**config.mk**
```make
export PLATFORM = sky130hd
export DESIGN_NAME = sram_bus_arbiter_flat
export DESIGN_NICKNAME = d
export VERILOG_FILES = /design/src/rtl/sram_bus_arbiter_if.sv /design/src/rtl/sram_bus_arbiter.sv /design/src/flat_wrapper.sv
export SDC_FILE = /design/constraint.sdc
export NUM_CORES = 1
export LEC_CHECK = 0
export ABC_AREA = 1
export ABC_CLOCK_PERIOD_IN_PS = 2200
export BUFFER_PORTS_ARGS = -buffer_cell sky130_fd_sc_hd__buf_2
export CAP_MARGIN = 15
export CORE_AREA = 2 2 126 128
export CTS_CLUSTER_DIAMETER = 30
export DETAILED_ROUTE_END_ITERATION = 10
export DIE_AREA = 0 0 128 130
export PLACE_DENSITY = 0.55
export SLEW_MARGIN = 20
export SYNTH_ARGS = -nofsm -noshare
export SYNTH_HDL_FRONTEND = slang
export SYNTH_SLANG_ARGS = --single-unit
```
**constraint.sdc**
```tcl
create_clock -name clk -period 2.2 [get_ports clk]
set_clock_uncertainty 0.15 [all_clocks]
set_input_delay 0.11 -clock clk [delete_from_list [all_inputs] [get_ports clk]]
set_output_delay 0.11 -clock clk [all_outputs]
set_load 0.05 [all_outputs]
```
**src/rtl/sram_bus_arbiter_if.sv**
```systemverilog
// SRAM-like request/response channel shared by the fetch, execute and bus ports.
// The master drives the request fields; the slave answers with addr_ok/data_ok/rdata.
interface sram_bus_arbiter_if;
    logic        req;
    logic        wr;
    logic [1:0]  size;
    logic [3:0]  wstrb;
    logic [31:0] addr;
    logic [31:0] wdata;
    logic        addr_ok;
    logic        data_ok;
    logic [31:0] rdata;

    modport master (
        output req, wr, size, wstrb, addr, wdata,
        input  addr_ok, data_ok, rdata
    );

    modport slave (
        input  req, wr, size, wstrb, addr, wdata,
        output addr_ok, data_ok, rdata
    );
endinterface

```
**src/rtl/sram_bus_arbiter.sv**
```systemverilog
// Two-master (inst/data) to one-slave SRAM-like bus arbiter with data priority,
// grant hold until accept, and an in-order owner FIFO for response routing.
module sram_bus_arbiter #(
    parameter int unsigned OUTSTANDING = 4
) (
    input  logic                          clk,
    input  logic                          rstn,
    sram_bus_arbiter_if.slave             inst,
    sram_bus_arbiter_if.slave             data,
    sram_bus_arbiter_if.master            bus,
    output logic [$clog2(OUTSTANDING):0]  outstanding,
    output logic                          orphan_err
);

    localparam int unsigned PW = $clog2(OUTSTANDING);
    localparam int unsigned CW = PW + 1;
    localparam logic [CW-1:0] FULL_CNT = CW'(OUTSTANDING);

    typedef enum logic [1:0] {
        IDLE,
        HOLD_I,
        HOLD_D
    } state_e;

    state_e                 state_q, state_d;
    logic [OUTSTANDING-1:0] fifo_q, fifo_d;
    logic [PW-1:0]          head_q, head_d;
    logic [PW-1:0]          tail_q, tail_d;
    logic [CW-1:0]          cnt_q, cnt_d;
    logic                   orphan_q, orphan_d;

    logic full, empty;
    logic sel_i, sel_d;
    logic push, pop;
    logic head_is_d;

    assign full  = (cnt_q == FULL_CNT);
    assign empty = (cnt_q == '0);

    // A held grant stays frozen even if the other master requests.
    always_comb begin
        sel_i = 1'b0;
        sel_d = 1'b0;
        case (state_q)
            IDLE: begin
                if (!full) begin
                    sel_d = data.req;
                    sel_i = !data.req && inst.req;
                end
            end
            HOLD_I:  sel_i = 1'b1;
            HOLD_D:  sel_d = 1'b1;
            default: ;
        endcase
    end

    assign bus.req   = !full & ((sel_d & data.req) | (sel_i & inst.req));
    assign bus.wr    = (sel_d & data.wr) | (sel_i & inst.wr);
    assign bus.size  = ({2{sel_d}} & data.size) | ({2{sel_i}} & inst.size);
    assign bus.wstrb = ({4{sel_d}} & data.wstrb) | ({4{sel_i}} & inst.wstrb);
    assign bus.addr  = ({32{sel_d}} & data.addr) | ({32{sel_i}} & inst.addr);
    assign bus.wdata = ({32{sel_d}} & data.wdata) | ({32{sel_i}} & inst.wdata);

    assign inst.addr_ok = bus.addr_ok & bus.req & sel_i;
    assign data.addr_ok = bus.addr_ok & bus.req & sel_d;

    assign push      = bus.req & bus.addr_ok;
    assign pop       = bus.data_ok & !empty;
    assign head_is_d = fifo_q[head_q];

    assign inst.data_ok = pop & !head_is_d;
    assign data.data_ok = pop & head_is_d;
    assign inst.rdata   = bus.rdata;
    assign data.rdata   = bus.rdata;

    assign outstanding = cnt_q;
    assign orphan_err  = orphan_q;

    always_comb begin
        fifo_d   = fifo_q;
        head_d   = head_q;
        tail_d   = tail_q;
        cnt_d    = cnt_q;
        orphan_d = orphan_q | (bus.data_ok & empty);
        if (push) begin
            fifo_d[tail_q] = sel_d;
            tail_d         = tail_q + PW'(1);
        end
        if (pop) begin
            head_d = head_q + PW'(1);
        end
        case ({push, pop})
            2'b10:   cnt_d = cnt_q + CW'(1);
            2'b01:   cnt_d = cnt_q - CW'(1);
            default: ;
        endcase
    end

    always_comb begin
        state_d = state_q;
        case (state_q)
            IDLE: begin
                if (sel_d && !bus.addr_ok) begin
                    state_d = HOLD_D;
                end else if (sel_i && !bus.addr_ok) begin
                    state_d = HOLD_I;
                end
            end
            HOLD_I, HOLD_D: begin
                if (bus.addr_ok) begin
                    state_d = IDLE;
                end
            end
            default: state_d = IDLE;
        endcase
    end

    always_ff @(posedge clk) begin
        if (!rstn) begin
            state_q  <= IDLE;
            fifo_q   <= '0;
            head_q   <= '0;
            tail_q   <= '0;
            cnt_q    <= '0;
            orphan_q <= 1'b0;
        end else begin
            state_q  <= state_d;
            fifo_q   <= fifo_d;
            head_q   <= head_d;
            tail_q   <= tail_d;
            cnt_q    <= cnt_d;
            orphan_q <= orphan_d;
        end
    end

endmodule

```
**src/flat_wrapper.sv**
```systemverilog
// flat-port wrapper written by rule: the top's interface ports become plain ports
module sram_bus_arbiter_flat 
#(
    parameter int unsigned OUTSTANDING = 4
)
  (clk, rstn, outstanding, orphan_err, inst_req, inst_wr, inst_size, inst_wstrb, inst_addr, inst_wdata, inst_addr_ok, inst_data_ok, inst_rdata, data_req, data_wr, data_size, data_wstrb, data_addr, data_wdata, data_addr_ok, data_data_ok, data_rdata, bus_req, bus_wr, bus_size, bus_wstrb, bus_addr, bus_wdata, bus_addr_ok, bus_data_ok, bus_rdata);
  sram_bus_arbiter_if inst_i ();
  sram_bus_arbiter_if data_i ();
  sram_bus_arbiter_if bus_i ();
  input  logic clk;
  input  logic rstn;
  output logic [$clog2(OUTSTANDING):0] outstanding;
  output logic orphan_err;
  input wire logic [$bits(inst_i.req)-1:0] inst_req;
  input wire logic [$bits(inst_i.wr)-1:0] inst_wr;
  input wire logic [$bits(inst_i.size)-1:0] inst_size;
  input wire logic [$bits(inst_i.wstrb)-1:0] inst_wstrb;
  input wire logic [$bits(inst_i.addr)-1:0] inst_addr;
  input wire logic [$bits(inst_i.wdata)-1:0] inst_wdata;
  output wire logic [$bits(inst_i.addr_ok)-1:0] inst_addr_ok;
  output wire logic [$bits(inst_i.data_ok)-1:0] inst_data_ok;
  output wire logic [$bits(inst_i.rdata)-1:0] inst_rdata;
  input wire logic [$bits(data_i.req)-1:0] data_req;
  input wire logic [$bits(data_i.wr)-1:0] data_wr;
  input wire logic [$bits(data_i.size)-1:0] data_size;
  input wire logic [$bits(data_i.wstrb)-1:0] data_wstrb;
  input wire logic [$bits(data_i.addr)-1:0] data_addr;
  input wire logic [$bits(data_i.wdata)-1:0] data_wdata;
  output wire logic [$bits(data_i.addr_ok)-1:0] data_addr_ok;
  output wire logic [$bits(data_i.data_ok)-1:0] data_data_ok;
  output wire logic [$bits(data_i.rdata)-1:0] data_rdata;
  output wire logic [$bits(bus_i.req)-1:0] bus_req;
  output wire logic [$bits(bus_i.wr)-1:0] bus_wr;
  output wire logic [$bits(bus_i.size)-1:0] bus_size;
  output wire logic [$bits(bus_i.wstrb)-1:0] bus_wstrb;
  output wire logic [$bits(bus_i.addr)-1:0] bus_addr;
  output wire logic [$bits(bus_i.wdata)-1:0] bus_wdata;
  input wire logic [$bits(bus_i.addr_ok)-1:0] bus_addr_ok;
  input wire logic [$bits(bus_i.data_ok)-1:0] bus_data_ok;
  input wire logic [$bits(bus_i.rdata)-1:0] bus_rdata;
  assign inst_i.req = inst_req;
  assign inst_i.wr = inst_wr;
  assign inst_i.size = inst_size;
  assign inst_i.wstrb = inst_wstrb;
  assign inst_i.addr = inst_addr;
  assign inst_i.wdata = inst_wdata;
  assign inst_addr_ok = inst_i.addr_ok;
  assign inst_data_ok = inst_i.data_ok;
  assign inst_rdata = inst_i.rdata;
  assign data_i.req = data_req;
  assign data_i.wr = data_wr;
  assign data_i.size = data_size;
  assign data_i.wstrb = data_wstrb;
  assign data_i.addr = data_addr;
  assign data_i.wdata = data_wdata;
  assign data_addr_ok = data_i.addr_ok;
  assign data_data_ok = data_i.data_ok;
  assign data_rdata = data_i.rdata;
  assign bus_req = bus_i.req;
  assign bus_wr = bus_i.wr;
  assign bus_size = bus_i.size;
  assign bus_wstrb = bus_i.wstrb;
  assign bus_addr = bus_i.addr;
  assign bus_wdata = bus_i.wdata;
  assign bus_i.addr_ok = bus_addr_ok;
  assign bus_i.data_ok = bus_data_ok;
  assign bus_i.rdata = bus_rdata;
  sram_bus_arbiter #(.OUTSTANDING(OUTSTANDING)) u_core (.clk(clk), .rstn(rstn), .inst(inst_i), .data(data_i), .bus(bus_i), .outstanding(outstanding), .orphan_err(orphan_err));
endmodule
```
**Yosys cells after proc, flatten, opt, wreduce, memory -nomap -nowiden**

Cells that the tools add are included.
Widths: inputs -> output; s select.

- Flip-flop bits (word level): 14
- Input port bits: 180

- Eq/ne operators: 7
- Order comparisons: 3
- Muxes and demuxes: 14
- Bitwise logic cells: 27
- $add $sub $neg: 4
- Reduce and logical (&&, ||, !) cells: 14

Operators by type and width:

| kind | number |
|---|---|
| $and 32x32->32 | 4 |
| $or 32x32->32 | 2 |
| $and 1x1->1 | 12 |
| $and 4x4->4 | 2 |
| $lt 2x3->1 const B | 2 |
| $mux 2 | 3 |
| $pmux 3 s2 | 1 |
| $logic_not 1->1 | 5 |
| $add 2x1->2 const B | 2 |
| $and 2x2->2 | 2 |
| $bwmux 4 | 1 |
| $eq 2x1->1 const B | 2 |
| $eq 2x2->1 const B | 2 |
| $logic_and 1x1->1 | 4 |
| $mux 1 | 4 |
| $or 4x4->4 | 1 |
| $pmux 1 s2 | 2 |
| $pmux 2 s2 | 1 |
| $add 3x1->3 const B | 1 |
| $eq 3x3->1 const B | 1 |
| $logic_not 3->1 | 1 |
| $ne 3x1->1 const B | 1 |
| $or 1x1->1 | 3 |
| $sub 3x1->3 const B | 1 |
| 9 further kinds | 9 |

**Longest topological paths before layout**

Gate-level depths: netlist (run 1).

- Depth after elaboration: 10
- Gate-level depth with buffers: 16
- Mapped depth without buffers: 16

**Worst setup path after synthesis (run 1)**

No wires, ideal clock.

- Path kind: reg-to-reg
- Start: register u_core.cnt_q[2] (netlist: u_core.outstanding[2])
- End: register u_core.cnt_q[2] (netlist: u_core.outstanding[2])
- Setup slack: -0.381 ns
- Cell stages (with the launch flop): 14
- Arrival: 2.309 ns
- Clock period less this slack: 2.581 ns
- Required time: 1.928 ns
- Cells stage by stage: dfxtp_1 nand3_4 nand2_2 nand2_4 nand2_4 nand2_2 nand3_4 ha_1 inv_1 fa_1 a21oi_1 o21ai_0 o21ai_0 a21oi_1

- Word-level cells in the longest chain between the ends: 9

Ends and longest elaborated chain:

| what | line | source |
|---|---|---|
| start: declaration | sram_bus_arbiter.sv:29 | `logic [CW-1:0] cnt_q, cnt_d;` |
| start signal: assignment | sram_bus_arbiter.sv:131 | `cnt_q <= cnt_d;` |
| $eq 3x3->1 | sram_bus_arbiter.sv:37 | `assign full = (cnt_q == FULL_CNT);` |
| $mux 1 | sram_bus_arbiter.sv:46 | `if (!full) begin` |
| $pmux 1 s2 | sram_bus_arbiter.sv:44 | `case (state_q)` |
| $and 1x1->1 | sram_bus_arbiter.sv:57 | `assign bus.req = !full & ((sel_d & data.req) \| (sel_i & inst.req));` |
| $or 1x1->1 | sram_bus_arbiter.sv:57 |  |
| $and 1x1->1 | sram_bus_arbiter.sv:57 |  |
| $and 1x1->1 | sram_bus_arbiter.sv:67 | `assign push = bus.req & bus.addr_ok;` |
| $eq 2x1->1 or $eq 2x2->1 (tied branches) | sram_bus_arbiter.sv:92 | `case ({push, pop})` |
| $pmux 3 s2 or $reduce_bool 2->1 (tied branches) | - |  |

Several ways; a longest one is shown, not always the timed one.
A chain may end at the register's enable or synchronous reset.

**Worst setup path after layout (run 1)**

- Start: register u_core.state_q[1]
- End: register u_core.cnt_q[2] (netlist: u_core.outstanding[2])

- Word-level cells in the longest chain between the ends: 8

Ends and longest elaborated chain:

| what | line | source |
|---|---|---|
| start: declaration | sram_bus_arbiter.sv:25 | `state_e state_q, state_d;` |
| start signal: assignment | sram_bus_arbiter.sv:127 | `state_q <= state_d;` |
| $eq 2x2->1, or another cell as far along | sram_bus_arbiter.sv:44 |  |
| $pmux 1 s2 | sram_bus_arbiter.sv:44 |  |
| $and 1x1->1 | sram_bus_arbiter.sv:57 |  |
| $or 1x1->1 (*) | sram_bus_arbiter.sv:57 |  |
| $and 1x1->1 (*) | sram_bus_arbiter.sv:57 |  |
| $and 1x1->1 (*) | sram_bus_arbiter.sv:67 |  |
| $eq 2x1->1 or $eq 2x2->1 (tied branches) | sram_bus_arbiter.sv:92 |  |
| $pmux 3 s2 or $reduce_bool 2->1 (tied branches) | - |  |

Mark *: on every way between the ends. The rest lies on a longest branch, timed or not.

==> results.md, run 1 <==
* R2R Path Start: u_core.state_q[1]$_SDFFE_PN0P_
* Crit path kind: register to register
* Design area at ~0.0035 sq mm
* R2r worst-path depth at 16
* I/O Pins at 324
* Post-route ant nets at 0
* Starting density of the core at between 10% and 20%
* Vias per cell at 4.06
* Tcrit/Tclk final at 99.4%
* Die area at between 0.015 and 0.02 sq mm
* Root Driver: clkbuf_16
* Non-Filler Instances at about 630
* Register area share after synthesis at between 10% and 20%
* Fin util at between 20% and 30%
* Sw Share at 59.6%
* Mapped Cells at 275
* Share of post-route cells with drive strength above 1 at 62.4%
* Placed insts at 623
* Gate power share at between 80% and 90%
* Net load switching power at around 3.1 mW
* Dpl cell area at 0.00320 sq mm
* Data arrival, critical path at 2.17 ns
* WP data required at about 2.2 ns
* Cell Pwr Density at 1470 mW/mm^2
* WHS Path Cells at 3
* Wire per inst at 17.0 um
* Iter 0 DRT Violations at 87
* R2r endpoint: u_core.outstanding[2]$_SDFFE_PN0P_
* Core Area at about 0.015 sq mm
* Port Buffer Count at 227
* Syn_nets at about 460
* Internal power at around 2.1 mW
* Area growth, synth to finish at 67.5%
* Worst setup margin at 0.0124 ns
* Max-Cap Viols at 0
* DR vias at about 2600
* Hold/Removal Path Class: input pin to register
* Peak supply drop at 820 uV
* Clk_lat worst skew at 0.24 ns
* Yosys reg bits at 14
* Row cnt at 46
* Total power draw at approximately 5.2 mW
* First-pass GRT wire length at 14300 um
* CP dominant cell by count: nand2_4
* CTS clk-pin slew, worst paths at approximately 0.05 ns
* # fillers at approximately 1700
* Yosys top cell by area: a22o_1
* Hold path endpoint: u_core.head_q[0]$_SDFFE_PN0P_
* Measured slew at the worst slew-check pin at 0.355 ns
* Min Hold Slack at 0.0368 ns
* Synth cell types at 26
* Routability-driven placement congestion ratio at 0.769
* Fmax achieved at 457 MHz
* Cell Area, Synth at about 0.0021 sq mm
* Crit-path max cell delay at about 0.37 ns
* Die extent in y at about 130 um
* Post-layout min period at about 2.2 ns
* Post-CTS Hold Buffers at 0
* GRT overflow at 0
* TNS Setup at 0 ns
* TritonCTS clock tree: yes
* Initial antenna violation count at 0
* CTS max path bufs at 2
* Worst setup EP type: register
* Slew headroom at 76.2%
* Fin. Hold Viols at 0
* Detailed Place HPWL at about 9300 um
* Vias in the first global route at between 2000 and 2500
* Clock power frac at between 7 and 8%
* Diodes inserted at 0
* RSZ-0062 raised after global routing: true
* Avg Inst Size Synth at slightly below 8 sq um
* CTS sink cnt at 14
* Pre-CTS setup slack at -0.0186 ns
* GR Util All Layers at 11.5%
* Static Leak at 1.82 nW
* Total Routed Length at 10700 um
* Width of the die at 128 um
* Yosys top cell area share at a little under 30%
* H-tree lvl count at 1
* Reg2Reg Setup Slack at 0.01 ns
* Area contributors post-synth: a22o_1 29%, buf_4 26%, dfxtp_1 13%
* Startpoint types: register
* Most frequent cells in the layout: 154 x buf_2, 69 x a22o_1, 44 x buf_4
* Status: complete, no violations
* Leading cell type in the layout, fill and taps excluded: buf_2
* Nets at 626
* Largest net degree at the start of global routing at 74
* Flop pwr share at under 10%
* Hold path start: rstn
* Pre-antenna DRT Iters at 6
* Slew Limit Fails at 0
* DRC viols at 0
* Worst-path fanout max at 3
* Total CTS buffers at 3
* CP Cell Sequence: inv_2, ha_4, nand2_2, nor2_2, nand2_4, nand2_4, nand2_4, nand2_4, nand3_4, ha_4, inv_2, fa_2, a21oi_2, o21ai_2, o21ai_1, a21oi_1
* Final setup fails at 0
* Yosys warnings at 0
* Critical path's slowest cell: fa_2
[final cells by class]
type	count	area, sq um	share of cell area, %
timing repair buffer	237	1590	44.9
multi-input combinational	152	1220	34.3
sequential	14	294	8.30
tap	192	240	6.78
inverter	29	114	3.21
clock buffer	4	88.8	2.51
[routing by layer]
| metal | routed length (um) | vias up | GRT usage (%) |
|---|---|---|---|
| met2 | 4640 | 181 | 17.8 |
| met4 | 170 | 0 | 2.26 |
| met1 | 4580 | 1123 | 15.1 |
| met5 | 0 | - | 0 |
| met3 | 1290 | 12 | 5.04 |
| li1 | - | 1236 | - |
[cell usage after synthesis]
master,count
inv_2,2
nor2_1,13
dfxtp_1,14
nand2_2,4
nand2_1,18
buf_2,7
a31oi_1,1
fa_1,1
inv_1,27
ha_1,8
buf_4,72
a21oi_4,1
clkbuf_1,1
o21a_1,1
o21ai_0,5
a21oi_1,10
nand2_4,2
o21ai_1,2
nor4_1,1
nand4_1,8
a211oi_1,1
nand3_4,2
a22oi_2,1
a32oi_1,1
nand3_1,1
a22o_1,71
[worst max-delay path by stage]
| stage | startpoint | to | slack, ns |
|---|---|---|---|
| floorplan | u_core.outstanding[1]$_SDFFE_PN0P_ | u_core.outstanding[2]$_SDFFE_PN0P_ | 0.0008 |
| global placement | u_core.state_q[0]$_SDFFE_PN0P_ | u_core.outstanding[2]$_SDFFE_PN0P_ | 0.001 |
| detailed placement | u_core.state_q[0]$_SDFFE_PN0P_ | u_core.outstanding[2]$_SDFFE_PN0P_ | -0.02 |
| CTS | u_core.state_q[1]$_SDFFE_PN0P_ | bus_wdata[1] | 0.002 |
| global route | u_core.state_q[1]$_SDFFE_PN0P_ | u_core.outstanding[2]$_SDFFE_PN0P_ | -0.15 |
| finish | u_core.state_q[1]$_SDFFE_PN0P_ | u_core.outstanding[2]$_SDFFE_PN0P_ | 0.01 |
[critical path: cells and delay by family, from the launching register on]
family / cells / cell delay (ns)
adders and majority gates: 3 / 0.65
AOI/OAI and AO/OA: 4 / 0.40
and+or+nand+nor: 7 / 0.44
buffers and inverters: 2 / 0.09
DFF: 1 / 0.34
[timing repair]
action | in CTS | in global routing
gates resized for setup | 12 | 110
pin swaps | 1 | 15
endpoints found under the hold margin | 0 | 0
setup endpoints to repair | 46 | 75
setup buffers | 0 | 1
[power by group through the flow]
stage | sequential (mW) | clock (mW) | combinational (mW)
5_1_grt | 0.410 | 0.403 | 4.68
6_report | 0.398 | 0.384 | 4.43
3_3_place_gp | 0.399 | 0 | 4.11
2_1_floorplan | 0.499 | 0 | 3.13
3_5_place_dp | 0.402 | 0 | 4.10
4_1_cts | 0.398 | 0.390 | 4.15
[logic make-up after synthesis]
family | share of synthesized area, %
and+or+nand+nor | 12.3
DFF | 13.3
buffers and inverters | 32.5
adders and majority gates | 5.68
AOI/OAI and AO/OA | 36.2
[state kept, by name, indices dropped and copies added, names as in the netlist]
| signal | cells |
|---|---|
| u_core.tail_q | 2 |
| u_core.orphan_err | 1 |
| u_core.outstanding | 3 |
| u_core.state_q | 2 |
| u_core.head_q | 2 |
| u_core.fifo_q | 4 |
(Power assumes the default switching activity.)
==> run 2: changes to the inputs <==
--- a/config.mk
+++ b/config.mk
@@ -5,15 +5,15 @@
 export SDC_FILE = /design/constraint.sdc
 export NUM_CORES = 1
 export LEC_CHECK = 0
-export ABC_AREA = 1
 export ABC_CLOCK_PERIOD_IN_PS = 2200
 export BUFFER_PORTS_ARGS = -buffer_cell sky130_fd_sc_hd__buf_2
 export CAP_MARGIN = 15
-export CORE_AREA = 2 2 126 128
+export CORE_AREA = 2 2 125 127
 export CTS_CLUSTER_DIAMETER = 30
 export DETAILED_ROUTE_END_ITERATION = 10
-export DIE_AREA = 0 0 128 130
+export DIE_AREA = 0 0 127 129
 export PLACE_DENSITY = 0.55
+export SETUP_SLACK_MARGIN = 0.1
 export SLEW_MARGIN = 20
 export SYNTH_ARGS = -nofsm -noshare
 export SYNTH_HDL_FRONTEND = slang
==> run 2 against run 1 <==
Effect of this change: sequential cell count unchanged; highest routed layer unchanged; worst hold slack improved by 0.033 ns; global-route usage increased by 2.2 points; setup slack got worse by 0.052 ns; the run now ends with setup timing left; core utilization increased by 6.7 points; die area decreased by 1.5%; largest cell class unchanged; final cell count increased by 1.1%.
==> results.md, run 2 <==
* Status: complete, but fails checks (was complete, no violations)
* Failing checks: setup timing
* Total CTS buffers at 3 (unchanged)
* # fillers at 1615 (was 1720)
* CP startpoint: u_core.state_q[0]$_SDFFE_PN0P_ (was u_core.state_q[1]$_SDFFE_PN0P_)
* Pre-CTS setup slack at -0.0437 ns (was -0.0186 ns)
* Most frequent cells in the layout: 154 x buf_2, 80 x buf_6, 57 x a22o_1 (was 154 x buf_2, 69 x a22o_1, 44 x buf_4)
* GR Util All Layers at 13.8% (was 11.5%)
* Worst-path fanout max at 3 (unchanged)
* CTS max path bufs at 2 (unchanged)
* Area contributors post-synth: a22o_1 30%, buf_4 23%, dfxtp_1 13% (was a22o_1 29%, buf_4 26%, dfxtp_1 13%)
* Root Driver: clkbuf_16 (unchanged)
* Post-route ant nets at 0 (unchanged)
* First-pass GRT wire length at 17000 um (was 14300 um)
* Fin. Hold Viols at 0 (unchanged)
* Diodes inserted at 0 (unchanged)
* Wire per inst at 21.2 um (was 17.0 um)
* Most common cell in the netlist: a22o_1 (was buf_4)
* CTS sink cnt at 14 (unchanged)
* Syn_nets at 435 (was 464)
* Yosys reg bits at 14 (unchanged)
* GRT overflow at 0 (unchanged)
* R2r endpoint: u_core.outstanding[2]$_SDFFE_PN0P_ (unchanged)
* WP data required at 2.22 ns (was 2.18 ns)
* Yosys top cell by area: a22o_1 (unchanged)
* Slew headroom at 77.7% (was 76.2%)
* CTS clk-pin slew, worst paths at 0.05 ns (about the same)
* Fmax achieved at 446 MHz (was 457 MHz)
* Hold/Removal Path Class: input pin to output port (was input pin to register)
* Iter 0 DRT Violations at 131 (was 87)
* Min Hold Slack at 0.0700 ns (was 0.0368 ns)
* Die extent in y at 129 um (was 130 um)
* Share of post-route cells with drive strength above 1 at 71.4% (was 62.4%)
* Tcrit/Tclk final at 102% (was 99.4%)
* Clk_lat worst skew at 0.25 ns (was 0.24 ns)
* Vias in the first global route at 2624 (was 2356)
* Top layer in use: met4 (unchanged)
* Met3 WL post-DR at 997 um (was 1290 um)
* TritonCTS clock tree: yes (unchanged)
* R2R Path Start: u_core.state_q[0]$_SDFFE_PN0P_ (was u_core.state_q[1]$_SDFFE_PN0P_)
* Multi-input logic area at 0.00145 sq mm (was 0.00122 sq mm)
* Avg Inst Size Synth at 8.50 sq um (was 7.69 sq um)
* Data arrival, critical path at 2.26 ns (was 2.17 ns)
* CP Cell Sequence: inv_4, ha_4, o21ai_4, a211oi_4, inv_1, ha_2, inv_2, fa_2, xor2_1, or3_1, a21boi_1 (was inv_2, ha_4, nand2_2, nor2_2, nand2_4, nand2_4, nand2_4, nand2_4, nand3_4, ha_4, inv_2, fa_2, a21oi_2, o21ai_2, o21ai_1, a21oi_1)
* Fin util at 29.6% (was 23.0%)
* Width of the die at 127 um (was 128 um)
* Static Leak at 2.24 nW (was 1.82 nW)
* Flip-flop count of the largest register, all copies and words added at 4 (unchanged)
* Synth cell types at 34 (was 26)
* Most flop-heavy register: u_core.fifo_q (unchanged)
* Critical path's slowest cell: dfxtp_4 (was fa_2)
* Worst setup EP type: register (unchanged)
* Worst setup margin at -0.0399 ns (was 0.0124 ns)
* Crit path kind: register to register (unchanged)
* Yosys top cell area share at 29.7% (was 29.4%)
* Post-synth ARST share at 0% (unchanged)
* Port Buffer Count at 227 (unchanged)
* Met2 routed WL at 6800 um (was 4640 um)
* WHS Path Cells at 0 (was 3)
* R2r worst-path depth at 11 (was 16)
* EDFF count, synth at 0 (unchanged)
* Mapped Cells at 246 (was 275)
* DR vias at 2709 (was 2552)
* Vias per cell at 4.27 (was 4.06)
* Crit-path max cell delay at 0.37 ns (about the same)
* DRC viols at 0 (unchanged)
* H-tree lvl count at 1 (unchanged)
* Total Routed Length at 13500 um (was 10700 um)
* Peak supply drop at 766 uV (was 820 uV)
* Reg2Reg Setup Slack at -0.04 ns (was 0.01 ns)
* I/O Pins at 324 (unchanged)
* Die area at 0.0164 sq mm (was 0.0166 sq mm)
* Area growth, synth to finish at 112% (was 67.5%)
* Cell Area, Synth at 0.00209 sq mm (was 0.00211 sq mm)
* Measured slew at the worst slew-check pin at 0.331 ns (was 0.355 ns)
* Nets at 637 (was 626)
* Ys flop type: dfxtp_1 (unchanged)
* Final setup fails at 32 (was 0)
* Detailed Place HPWL at 8890 um (was 9330 um)
* Row cnt at 45 (was 46)
* Largest net degree at the start of global routing at 23 (was 74)
* Cell Pwr Density at 1520 mW/mm^2 (was 1470 mW/mm^2)
* Post-layout min period at 2.24 ns (was 2.19 ns)
* Synth top cells by count: 71 x a22o_1, 64 x buf_4, 14 x dfxtp_1, 14 x nand2_1, 10 x inv_1 (was 72 x buf_4, 71 x a22o_1, 27 x inv_1)
* Starting density of the core at 14.0% (was 13.7%)
* Pre-antenna DRT Iters at 4 (was 6)
* Startpoint types: register (unchanged)
* RSZ-0062 raised after global routing: true (unchanged)
* Slew Limit Fails at 0 (unchanged)
* Hold path start: bus_rdata[8] (was rstn)
* Crit path to: u_core.outstanding[2]$_SDFFE_PN0P_ (unchanged)
* Leading cell type in the layout, fill and taps excluded: buf_2 (unchanged)
* Routability-driven placement congestion ratio at 0.760 (was 0.769)
* Yosys warnings at 0 (unchanged)
* Max-Cap Viols at 0 (unchanged)
* Met1 Wirelength at 5670 um (was 4580 um)
* Core Area at 0.0150 sq mm (was 0.0154 sq mm)
* FF/Latch Area at 297 sq um (was 294 sq um)
* Register area share after synthesis at 13.4% (was 13.3%)
* Initial antenna violation count at 0 (unchanged)
==> run 2: changes by cell type after synthesis, moves of 7 or more <==
cell / before / now
a21oi_1: 10 / 2
and2_1: 0 / 8
buf_4: 72 / 64
buf_6: 0 / 7
inv_1: 27 / 10
nand4_1: 8 / 0
nor2_1: 13 / 1
==> run 2: worst min-delay path by stage <==
stage,slack [ns],end
2_1_floorplan,0.12,u_core.orphan_err$_SDFF_PN0_
3_3_place_gp,0.07,data_rdata[7]
3_5_place_dp,0.07,data_rdata[7]
4_1_cts,0.07,data_rdata[7]
5_1_grt,0.07,data_rdata[22]
6_report,0.07,data_rdata[8]
==> run 2: area by class of cell <==
class	count	area share, %
clock buffers	4	2.00
inverters	10	0.959
multi-input cells	144	32.6
flip-flops and latches	14	6.69
well taps	188	5.30
repair buffers	275	52.4
==> run 2: repair_timing <==
| action | CTS | global route |
|---|---|---|
| hold buffers | 1 | 0 |
| resized for setup | 177 | 23 |
| endpoints found under the hold margin | 1 | 0 |
| pin swaps | 12 | 32 |
| endpoints found under the setup margin | 75 | 74 |
| gates cloned | 7 | 9 |
| buffers inserted | 9 | 7 |
==> run 2: stage by stage <==
stage          cells  total power, mW  setup TNS [ns]  area, sq um
4_1_cts          621             6.30          -0.369         4100
2_1_floorplan    246             3.81         -0.0289         2170
3_3_place_gp     600             4.58         -0.0451         3150
5_1_grt          635             7.02           -2.68         4440
3_5_place_dp     600             4.58         -0.0437         3150
6_report         635             6.74          -0.460         4440
==> run 2: logic make-up after synthesis <==
family	share of synthesized area (%)
AND/OR/NAND/NOR	8.73
flip-flops	13.4
multiplexers	2.99
XOR/XNOR	2.09
buffers and inverters	31.0
adder cells (fa/ha/maj)	5.74
AO/OA/AOI/OAI	36.1
==> run 2: power breakdown <==
part / switching (mW) / total [mW] / internal [mW]
Sequential: 0.0647 / 0.395 / 0.330
Combinational: 3.41 / 5.96 / 2.55
Clock: 0.111 / 0.387 / 0.276
==> run 2: worst max-delay path: cells and delay by family, from the launching register on <==
family	cells	cell delay, ns
and+or+nand+nor	1	0.30
adders and majority gates	3	0.67
xor gates and xnor gates	1	0.15
buffers and inverters	3	0.15
AOI/OAI and AO/OA	3	0.38
DFF	1	0.37
==> run 2: metal layers <==
layer  GRT usage, %  up-vias
met3           2.58        3
met2           24.3      174
met4           1.36        0
met1           18.2     1269
met5              0        -
li1               -     1263
